`config.mk`:
```
export PLATFORM = sky130hd
export DESIGN_NAME = gshare_predictor_flat
export DESIGN_NICKNAME = d
export VERILOG_FILES = /design/src/rtl/gshare_predictor_pkg.sv /design/src/rtl/gshare_predictor_if.sv /design/src/rtl/gshare_pht.sv /design/src/rtl/gshare_predictor.sv /design/src/flat_wrapper.sv
export SDC_FILE = /design/constraint.sdc
export NUM_CORES = 2
export LEC_CHECK = 0
export ABC_AREA = 0
export CORE_MARGIN = 4
export CORE_UTILIZATION = 40
export CTS_CLUSTER_DIAMETER = 50
export DETAILED_ROUTE_END_ITERATION = 7
export PLACE_DENSITY = 0.52
export SLEW_MARGIN = 20
export SYNTH_ARGS = -nofsm -noshare
export SYNTH_HDL_FRONTEND = slang
export SYNTH_SLANG_ARGS = --single-unit
```
`constraint.sdc`:
```
create_clock -name clk -period 79.2 [get_ports clk]
set_clock_uncertainty 0.1 [all_clocks]
set_input_delay 19.8 -clock clk [delete_from_list [all_inputs] [get_ports clk]]
set_output_delay 19.8 -clock clk [all_outputs]
set_load 0.05 [all_outputs]
```
`src/rtl/gshare_predictor_pkg.sv`:
```
// Shared definitions for the gshare branch predictor.
//   GSHARE_GHSR_WIDTH  default global-history width
//   GSHARE_PHT_SIZE    default pattern-history-table depth
//   GSHARE_CTR_WIDTH   default saturating-counter width
//   GSHARE_CTR_RESET   weak-not-taken value for the default counter width
//   gshare_state_t     predictor FSM state (INIT sweep / RUN)
//   gshare_ctr_reset() weak-not-taken value for any counter width
//   gshare_index()     table index: zero-extended history XOR pc[idx_w+1:2]
package gshare_predictor_pkg;

    localparam int GSHARE_GHSR_WIDTH = 10;
    localparam int GSHARE_PHT_SIZE   = 1024;
    localparam int GSHARE_CTR_WIDTH  = 2;

    typedef enum logic {
        ST_INIT = 1'b0,
        ST_RUN  = 1'b1
    } gshare_state_t;

    // Weak-not-taken: 2^(ctr_w-1)-1, i.e. MSB clear, all lower bits set.
    function automatic logic [3:0] gshare_ctr_reset(input int ctr_w);
        return 4'((1 << (ctr_w - 1)) - 1);
    endfunction

    localparam logic [GSHARE_CTR_WIDTH-1:0] GSHARE_CTR_RESET =
        GSHARE_CTR_WIDTH'(gshare_ctr_reset(GSHARE_CTR_WIDTH));

    // The PC is word aligned, so the two LSBs carry no information and are
    // dropped before hashing. The caller truncates the result to idx_w bits.
    function automatic logic [31:0] gshare_index(input logic [31:0] ghsr,
                                                 input logic [63:0] pc,
                                                 input int          idx_w);
        logic [63:0] mask;
        mask = (64'd1 << idx_w) - 64'd1;
        return 32'((64'(ghsr) ^ (pc >> 2)) & mask);
    endfunction

endpackage

```
`src/rtl/gshare_predictor_if.sv`:
```
// Lookup/update bus of the gshare predictor.
//   predict_req/pc      -> lookup strobe and fetch PC
//   predict_taken/ghsr  <- combinational prediction and history snapshot
//   update_*            -> resolved-branch training from EX
//   ready               <- table initialised
//   mispredict_count    <- saturating count of qualified mispredicts
//
// Handshake: there is no backpressure. predict_req and update_valid are
// single-cycle strobes that are acted on in the cycle they are high, and
// only while ready=1; while ready=0 they are dropped without effect.
// ready is a level, not a per-transaction acknowledge.
interface gshare_predictor_if #(
    parameter int XLEN   = 32,
    parameter int GHSR_W = 10
);
    logic              predict_req;
    logic [XLEN-1:0]   predict_pc;
    logic              predict_taken;
    logic [GHSR_W-1:0] predict_ghsr;
    logic              update_valid;
    logic [XLEN-1:0]   update_pc;
    logic [GHSR_W-1:0] update_ghsr;
    logic              update_taken;
    logic              update_mispredict;
    logic              ready;
    logic [31:0]       mispredict_count;

    modport master (
        output predict_req, predict_pc,
               update_valid, update_pc, update_ghsr, update_taken, update_mispredict,
        input  predict_taken, predict_ghsr, ready, mispredict_count
    );

    modport slave (
        input  predict_req, predict_pc,
               update_valid, update_pc, update_ghsr, update_taken, update_mispredict,
        output predict_taken, predict_ghsr, ready, mispredict_count
    );
endinterface

```
`src/rtl/gshare_pht.sv`:
```
// Pattern history table of saturating counters.
//   rd_idx/rd_ctr       async lookup read port
//   init_we/init_idx    sweep write of the weak-not-taken value
//   upd_we/upd_idx/
//   upd_taken           training write: read-modify-write saturating step
// The two writers share one synchronous write port; the sweep wins, and the
// top never asserts both at once.
module gshare_pht
    import gshare_predictor_pkg::*;
#(
    parameter int ENTRIES = 1024,
    parameter int IDX_W   = 10,
    parameter int CTR_W   = 2
) (
    input  logic             clk,
    input  logic [IDX_W-1:0] rd_idx,
    output logic [CTR_W-1:0] rd_ctr,
    input  logic             init_we,
    input  logic [IDX_W-1:0] init_idx,
    input  logic             upd_we,
    input  logic [IDX_W-1:0] upd_idx,
    input  logic             upd_taken
);

    localparam logic [CTR_W-1:0] CTR_INIT = CTR_W'(gshare_ctr_reset(CTR_W));
    localparam logic [CTR_W-1:0] CTR_MAX  = '1;

    logic [CTR_W-1:0] mem [ENTRIES];
    logic [CTR_W-1:0] upd_old;
    logic [CTR_W-1:0] upd_new;
    logic             wr_en;
    logic [IDX_W-1:0] wr_idx;
    logic [CTR_W-1:0] wr_data;

    // Lookup sees the stored value; a same-cycle write lands at the edge.
    assign rd_ctr = mem[rd_idx];

    always_comb begin
        upd_old = mem[upd_idx];
        upd_new = upd_old;
        if (upd_taken && upd_old != CTR_MAX) begin
            upd_new = upd_old + CTR_W'(1);
        end else if (!upd_taken && upd_old != '0) begin
            upd_new = upd_old - CTR_W'(1);
        end
    end

    always_comb begin
        wr_en   = upd_we;
        wr_idx  = upd_idx;
        wr_data = upd_new;
        if (init_we) begin
            wr_en   = 1'b1;
            wr_idx  = init_idx;
            wr_data = CTR_INIT;
        end
    end

    always_ff @(posedge clk) begin
        if (wr_en) begin
            mem[wr_idx] <= wr_data;
        end
    end

endmodule

```
`src/rtl/gshare_predictor.sv`:
```
// Gshare conditional-branch predictor.
//   clk, reset   rising-edge clock, synchronous active-high reset
//   bus          gshare_predictor_if slave (lookup, update, ready, count)
//   state_dbg    current FSM state (INIT sweep or RUN)
// After reset the table is swept to weak-not-taken, one entry per cycle;
// only then does the predictor accept lookups and training.
module gshare_predictor
    import gshare_predictor_pkg::*;
#(
    parameter int GHSR_W      = GSHARE_GHSR_WIDTH,
    parameter int PHT_ENTRIES = GSHARE_PHT_SIZE,
    parameter int CTR_W       = GSHARE_CTR_WIDTH,
    parameter int XLEN        = 32
) (
    input  logic          clk,
    input  logic          reset,
    gshare_predictor_if.slave bus,
    output gshare_state_t state_dbg
);

    localparam int IDX_W = $clog2(PHT_ENTRIES);

    gshare_state_t     state_q;
    logic [IDX_W-1:0]  init_idx_q;
    logic [GHSR_W-1:0] ghsr_q;
    logic [31:0]       count_q;

    logic              run;
    logic [IDX_W-1:0]  lookup_idx;
    logic [IDX_W-1:0]  update_idx;
    logic [CTR_W-1:0]  lookup_ctr;
    logic              taken;
    logic              recover;

    assign run        = (state_q == ST_RUN);
    assign lookup_idx = IDX_W'(gshare_index(32'(ghsr_q), 64'(bus.predict_pc), IDX_W));
    assign update_idx = IDX_W'(gshare_index(32'(bus.update_ghsr), 64'(bus.update_pc), IDX_W));
    assign taken      = run & lookup_ctr[CTR_W-1];
    assign recover    = run & bus.update_valid & bus.update_mispredict;

    assign bus.predict_taken    = taken;
    assign bus.predict_ghsr     = ghsr_q;
    assign bus.ready            = run;
    assign bus.mispredict_count = count_q;
    assign state_dbg            = state_q;

    gshare_pht #(
        .ENTRIES (PHT_ENTRIES),
        .IDX_W   (IDX_W),
        .CTR_W   (CTR_W)
    ) u_pht (
        .clk       (clk),
        .rd_idx    (lookup_idx),
        .rd_ctr    (lookup_ctr),
        .init_we   (!run && !reset),
        .init_idx  (init_idx_q),
        .upd_we    (run && bus.update_valid),
        .upd_idx   (update_idx),
        .upd_taken (bus.update_taken)
    );

    always_ff @(posedge clk) begin
        if (reset) begin
            state_q    <= ST_INIT;
            init_idx_q <= '0;
            ghsr_q     <= '0;
            count_q    <= '0;
        end else begin
            case (state_q)
                ST_INIT: begin
                    init_idx_q <= init_idx_q + IDX_W'(1);
                    if (init_idx_q == IDX_W'(PHT_ENTRIES - 1)) begin
                        state_q <= ST_RUN;
                    end
                end
                ST_RUN: begin
                    // A resolved mispredict rebuilds history from the snapshot
                    // the branch carried, discarding any younger speculation.
                    if (recover) begin
                        ghsr_q <= GHSR_W'({bus.update_ghsr, bus.update_taken});
                        if (count_q != 32'hFFFF_FFFF) begin
                            count_q <= count_q + 32'd1;
                        end
                    end else if (bus.predict_req) begin
                        ghsr_q <= GHSR_W'({ghsr_q, taken});
                    end
                end
                default: state_q <= ST_INIT;
            endcase
        end
    end

endmodule

```
`src/flat_wrapper.sv`:
```
// flat-port wrapper written by rule: the top's interface ports become plain ports
module gshare_predictor_flat import gshare_predictor_pkg::*;
#(
    parameter int GHSR_W      = GSHARE_GHSR_WIDTH,
    parameter int PHT_ENTRIES = GSHARE_PHT_SIZE,
    parameter int CTR_W       = GSHARE_CTR_WIDTH,
    parameter int XLEN        = 32
)
  (clk, reset, state_dbg, bus_predict_req, bus_predict_pc, bus_update_valid, bus_update_pc, bus_update_ghsr, bus_update_taken, bus_update_mispredict, bus_predict_taken, bus_predict_ghsr, bus_ready, bus_mispredict_count);
  gshare_predictor_if #(.XLEN(XLEN), .GHSR_W(GHSR_W)) bus_i ();
  input  logic clk;
  input  logic reset;
  output gshare_state_t state_dbg;
  input wire logic [$bits(bus_i.predict_req)-1:0] bus_predict_req;
  input wire logic [$bits(bus_i.predict_pc)-1:0] bus_predict_pc;
  input wire logic [$bits(bus_i.update_valid)-1:0] bus_update_valid;
  input wire logic [$bits(bus_i.update_pc)-1:0] bus_update_pc;
  input wire logic [$bits(bus_i.update_ghsr)-1:0] bus_update_ghsr;
  input wire logic [$bits(bus_i.update_taken)-1:0] bus_update_taken;
  input wire logic [$bits(bus_i.update_mispredict)-1:0] bus_update_mispredict;
  output wire logic [$bits(bus_i.predict_taken)-1:0] bus_predict_taken;
  output wire logic [$bits(bus_i.predict_ghsr)-1:0] bus_predict_ghsr;
  output wire logic [$bits(bus_i.ready)-1:0] bus_ready;
  output wire logic [$bits(bus_i.mispredict_count)-1:0] bus_mispredict_count;
  assign bus_i.predict_req = bus_predict_req;
  assign bus_i.predict_pc = bus_predict_pc;
  assign bus_i.update_valid = bus_update_valid;
  assign bus_i.update_pc = bus_update_pc;
  assign bus_i.update_ghsr = bus_update_ghsr;
  assign bus_i.update_taken = bus_update_taken;
  assign bus_i.update_mispredict = bus_update_mispredict;
  assign bus_predict_taken = bus_i.predict_taken;
  assign bus_predict_ghsr = bus_i.predict_ghsr;
  assign bus_ready = bus_i.ready;
  assign bus_mispredict_count = bus_i.mispredict_count;
  gshare_predictor #(.GHSR_W(GHSR_W), .PHT_ENTRIES(PHT_ENTRIES), .CTR_W(CTR_W), .XLEN(XLEN)) u_core (.clk(clk), .reset(reset), .bus(bus_i), .state_dbg(state_dbg));
endmodule
```
==> metrics.md <==
| Metric | Value |
|---|---|
| Kind of launch point of the worst setup path | `input port` |
| Synthesis-to-layout area growth | `14.2%` |
| CTS-repair resized insts | `0` |
| CTS tree | `built` |
| Commonest non-fill, non-tap cell in the layout | `sky130_fd_sc_hd__edfxtp_1` |
| Fill cell count | `between 15000 and 20000` |
| Reg2Reg Depth | `17` |
| Critical path data arrival time | `26.18 ns` |
| Data required time at the worst endpoint | `a little under 60 ns` |
| Stage delay of the slowest cell on the critical path | `between 0.7 and 0.8 ns` |
| Count of state elements after synthesis | `2101` |
| Post-synth EDFFs | `2048` |
| Maximum net fanout on the critical path | `66` |
| Worst skew pair latency | `0.93 ns` |
| Post-synthesis average cell area | `17.3 um^2` |
| Slack of the worst reg-to-reg path | `just over 70 ns` |
| Final min period | `roughly 46 ns` |
| Total of endpoints with negative setup slack in the final report | `0` |
| Total Routed Length | `~290 mm` |
| Cell count after synthesis | `5396` |
| Global-route usage over all layers | `between 20% and 30%` |
| Routed vias/inst | `slightly above 6` |
| Cell type of the slowest stage on the worst timing path | `sky130_fd_sc_hd__buf_4` |
| Most instantiated flip-flop cell in the synthesis netlist | `sky130_fd_sc_hd__edfxtp_1` |
| Clock-pin transition on the worst setup and hold timing paths | `0.05 ns` |
| Count of unresolved DRC violations after routing | `0` |
| Maximum Capacitance Violations | `0` |
| Final cycle utilization of the critical path | `a little under 60%` |
| Fraction of synthesis flops using an asynchronous set or reset pin | `0%` |
| FMAX | `21.7 MHz` |
| Worst setup EP type | `output pin` |
| Crit path depth | `15` |
| RSZ-0062 raised after global routing | `false` |
| Commonest cells after routing, fill and taps aside | `sky130_fd_sc_hd__edfxtp_1 (2048), sky130_fd_sc_hd__nor2_1 (1117), sky130_fd_sc_hd__mux4_2 (832), sky130_fd_sc_hd__clkbuf_16 (285), sky130_fd_sc_hd__nand2_1 (113)` |
| CP delay by family, top | `buffers and inverters` |
| Final Hold Slack | `0.417 ns` |
| Bufs on Longest Clock Path | `4` |
| Cell at the root of the clock tree | `sky130_fd_sc_hd__clkbuf_16` |
| Critical Path Most Common Cell | `sky130_fd_sc_hd__buf_4` |
| Area of the core | `233000 um^2` |
| Worst slew margin relative to its limit | `10.4%` |
| Sequential element share of the synthesized area | `66.9%` |
| Number of max-slew violations in the final report | `0` |
| Worst flop-to-flop path endpoint | `u_core.u_pht.mem[427][0]` |
| Result of the run | `finished clean` |
| Top area cells in the synthesized netlist | `sky130_fd_sc_hd__edfxtp_1 (66%), sky130_fd_sc_hd__mux4_2 (20%), sky130_fd_sc_hd__nor2_1 (4.5%)` |
| Multi-input combinational cell area | `29600 um^2` |
| Slew at the pin closest to its max-slew limit | `1.34 ns` |
| Leakage | `0.0325 uW` |
| Mean routed wirelength per cell | `33.7 um` |
| Global route total overflow | `0` |
| Mapped cell area | `~94000 um^2` |
| Post-synthesis cell type count | `53` |
| Number of antenna violations at the first check in global routing | `19` |
| Number of nets in the final layout | `5506` |
| Horiz. Die Dim | `492 um` |
| Buf+Inv Stages, Crit Path | `6` |
| HP Class | `flip-flop to flip-flop` |
| End of the worst hold path | `u_core.bus.mispredict_count[26]` |
| Clk sinks | `2101` |
| First drt pass iteration count | `7` |
| Launch point of the worst reg-to-reg path | `u_core.u_pht.mem[153][0]` |
| Remaining number of nets flagged by the antenna check after routing | `0` |
| Final GP Congestion | `0.841` |
| Crit-path cells | `clkdlybuf4s50_1 -> xor2_4 -> buf_4 -> buf_4 -> buf_12 -> mux4_2 -> mux2_2 -> o211ai_1 -> nand4_1 -> a21oi_1 -> o22ai_1 -> nor4bb_1 -> buf_4 -> nor2b_1 -> clkdlybuf4s50_1` |
| Count of final hold-check violations | `0` |
| Y dimension of the die | `a little under 500 um` |
| First-pass GRT wire length | `416 mm` |
| Startpoint of the lowest-slack hold path | `u_core.bus.mispredict_count[26]` |
| Post-CTS repair timing setup buffer count | `0` |
| Seq. cell area | `62600 um^2` |
| Layout cells sized above 1 | `26.2%` |
| Clock buffers created by TritonCTS | `between 200 and 300` |
| Total number of H-tree levels | `5` |
| Full die area | `242000 um^2` |
| Synth Net Count | `5480` |
| Post-Route Setup TNS | `0 ns` |
| Initial standard-cell utilization of the core | `40.2%` |
| Library cell with the largest summed area after synthesis | `sky130_fd_sc_hd__edfxtp_1` |
| Count of buffers from port buffering | `80` |
| Maximum vdd drop | `between 20 and 30 uV` |
| Number of instances on the worst hold path | `2` |
| Number of warning messages in the yosys log | `0` |
| Power per cell area | `~27 nW/um^2` |
| I/O pin total | `125` |
| Number of placement rows | `177` |
| HPWL after detailed placement | `158 mm` |
| Pin count of the biggest net entering global routing | `255` |
| Top cell type's share of synthesized area | `65.7%` |
| Critical path class | `input port to output pin` |
| DR vias | `~54000` |
| First DRT Iteration DRCs | `6588` |
| Post-CTS Hold Fix Bufs | `0` |
| Number of global-route vias before repair | `55100` |
==> registers in the layout, summed over array words and instances, names as in the netlist <==
signal                       count
u_core.bus.mispredict_count     32
u_core.init_idx_q               10
u_core.u_pht.mem              2048
u_core.bus.ready                 1
u_core.bus.predict_ghsr         10
==> worst max-delay path by stage <==
stage                                  start                endpoint  slack, ns
after global placement     bus_predict_pc[2]       bus_predict_taken      33.01
after detailed placement   bus_predict_pc[2]       bus_predict_taken      33.02
after CTS                  bus_predict_pc[2]       bus_predict_taken      33.01
after floorplan           bus_update_ghsr[0]  u_core.u_pht.mem[0][1]      23.19
after global routing       bus_predict_pc[2]       bus_predict_taken      32.76
final                      bus_predict_pc[2]       bus_predict_taken      33.12
==> routing by layer <==
| layer | vias to the layer above | routed length [um] | global-route usage [%] |
|---|---|---|---|
| li1 | 21800 | - | - |
| met1 | 28800 | 120000 | 33.2 |
| met2 | 2565 | 140000 | 38.3 |
| met3 | 510 | 23800 | 4.89 |
| met4 | 2 | 10900 | 8.82 |
| met5 | - | 9 | 0 |
==> synthesized netlist by cell type, types with 6 or more instances <==
cell	instances
sky130_fd_sc_hd__a211oi_1	26
sky130_fd_sc_hd__a21oi_1	85
sky130_fd_sc_hd__a221oi_1	39
sky130_fd_sc_hd__a222oi_1	8
sky130_fd_sc_hd__a22o_1	40
sky130_fd_sc_hd__a22oi_1	92
sky130_fd_sc_hd__a31oi_1	8
sky130_fd_sc_hd__and3_1	14
sky130_fd_sc_hd__buf_1	33
sky130_fd_sc_hd__buf_2	84
sky130_fd_sc_hd__buf_4	17
sky130_fd_sc_hd__buf_6	16
sky130_fd_sc_hd__clkbuf_1	311
sky130_fd_sc_hd__dfxtp_1	53
sky130_fd_sc_hd__edfxtp_1	2048
sky130_fd_sc_hd__inv_1	7
sky130_fd_sc_hd__mux2_2	38
sky130_fd_sc_hd__mux2i_1	67
sky130_fd_sc_hd__mux4_2	832
sky130_fd_sc_hd__nand2_1	158
sky130_fd_sc_hd__nand2b_1	8
sky130_fd_sc_hd__nand3_1	24
sky130_fd_sc_hd__nand4_1	9
sky130_fd_sc_hd__nor2_1	1129
sky130_fd_sc_hd__nor2b_1	34
sky130_fd_sc_hd__nor3_1	20
sky130_fd_sc_hd__o211ai_1	38
sky130_fd_sc_hd__o22ai_1	31
sky130_fd_sc_hd__o31ai_1	6
sky130_fd_sc_hd__xnor2_1	29
sky130_fd_sc_hd__xor2_1	44
==> where the power goes <==
part	internal, uW	leakage, uW	switching [uW]	total (uW)
logic	100	0.00933	256	356
registers	1340	0.0189	0.503	1340
clock network	750	0.00430	480	1230
==> tightest hold or removal path, delay by kind of cell (launching register included) <==
kind | cells | cell delay [ns]
flops | 1 | 0.33
compound gates | 2 | 0.14
==> cell type report <==
type                    instances  share of cell area, %
repair buffers                208                   1.84
multi-input cells            2827                   27.6
diodes                          3                0.00702
inverters                       7                 0.0246
well taps                    3132                   3.67
flip-flops and latches       2101                   58.5
clock inverters               143                   1.42
clock buffers                 334                   6.87
==> logic make-up (layout without fill, tap and decap cells) <==
logic type,count (synthesis),after routing,synth area share (%)
flip-flops,2101,2101,66.9
AND/OR/NAND/NOR,1418,1418,6.00
multiplexers,937,937,21.2
buffers and inverters,468,692,2.19
AO/OA/AOI/OAI,395,395,3.02
XOR/XNOR,73,73,0.683
adder cells (fa/ha/maj),4,4,0.0535
other,0,3,0
==> through the flow <==
step	utilization (%)	cells	power, uW	setup slack, ns	instance area [um^2]
after global routing	45.9	8753	3020	32.76	107000
after global placement	42.1	8274	1720	33.01	97900
after CTS	45.9	8751	2950	33.01	107000
final	45.9	8755	2920	33.12	107000
after floorplan	-	5396	1760	23.19	93600
after detailed placement	42.1	8274	1720	33.02	98000
No activity file was read; power rests on OpenSTA's default activity.
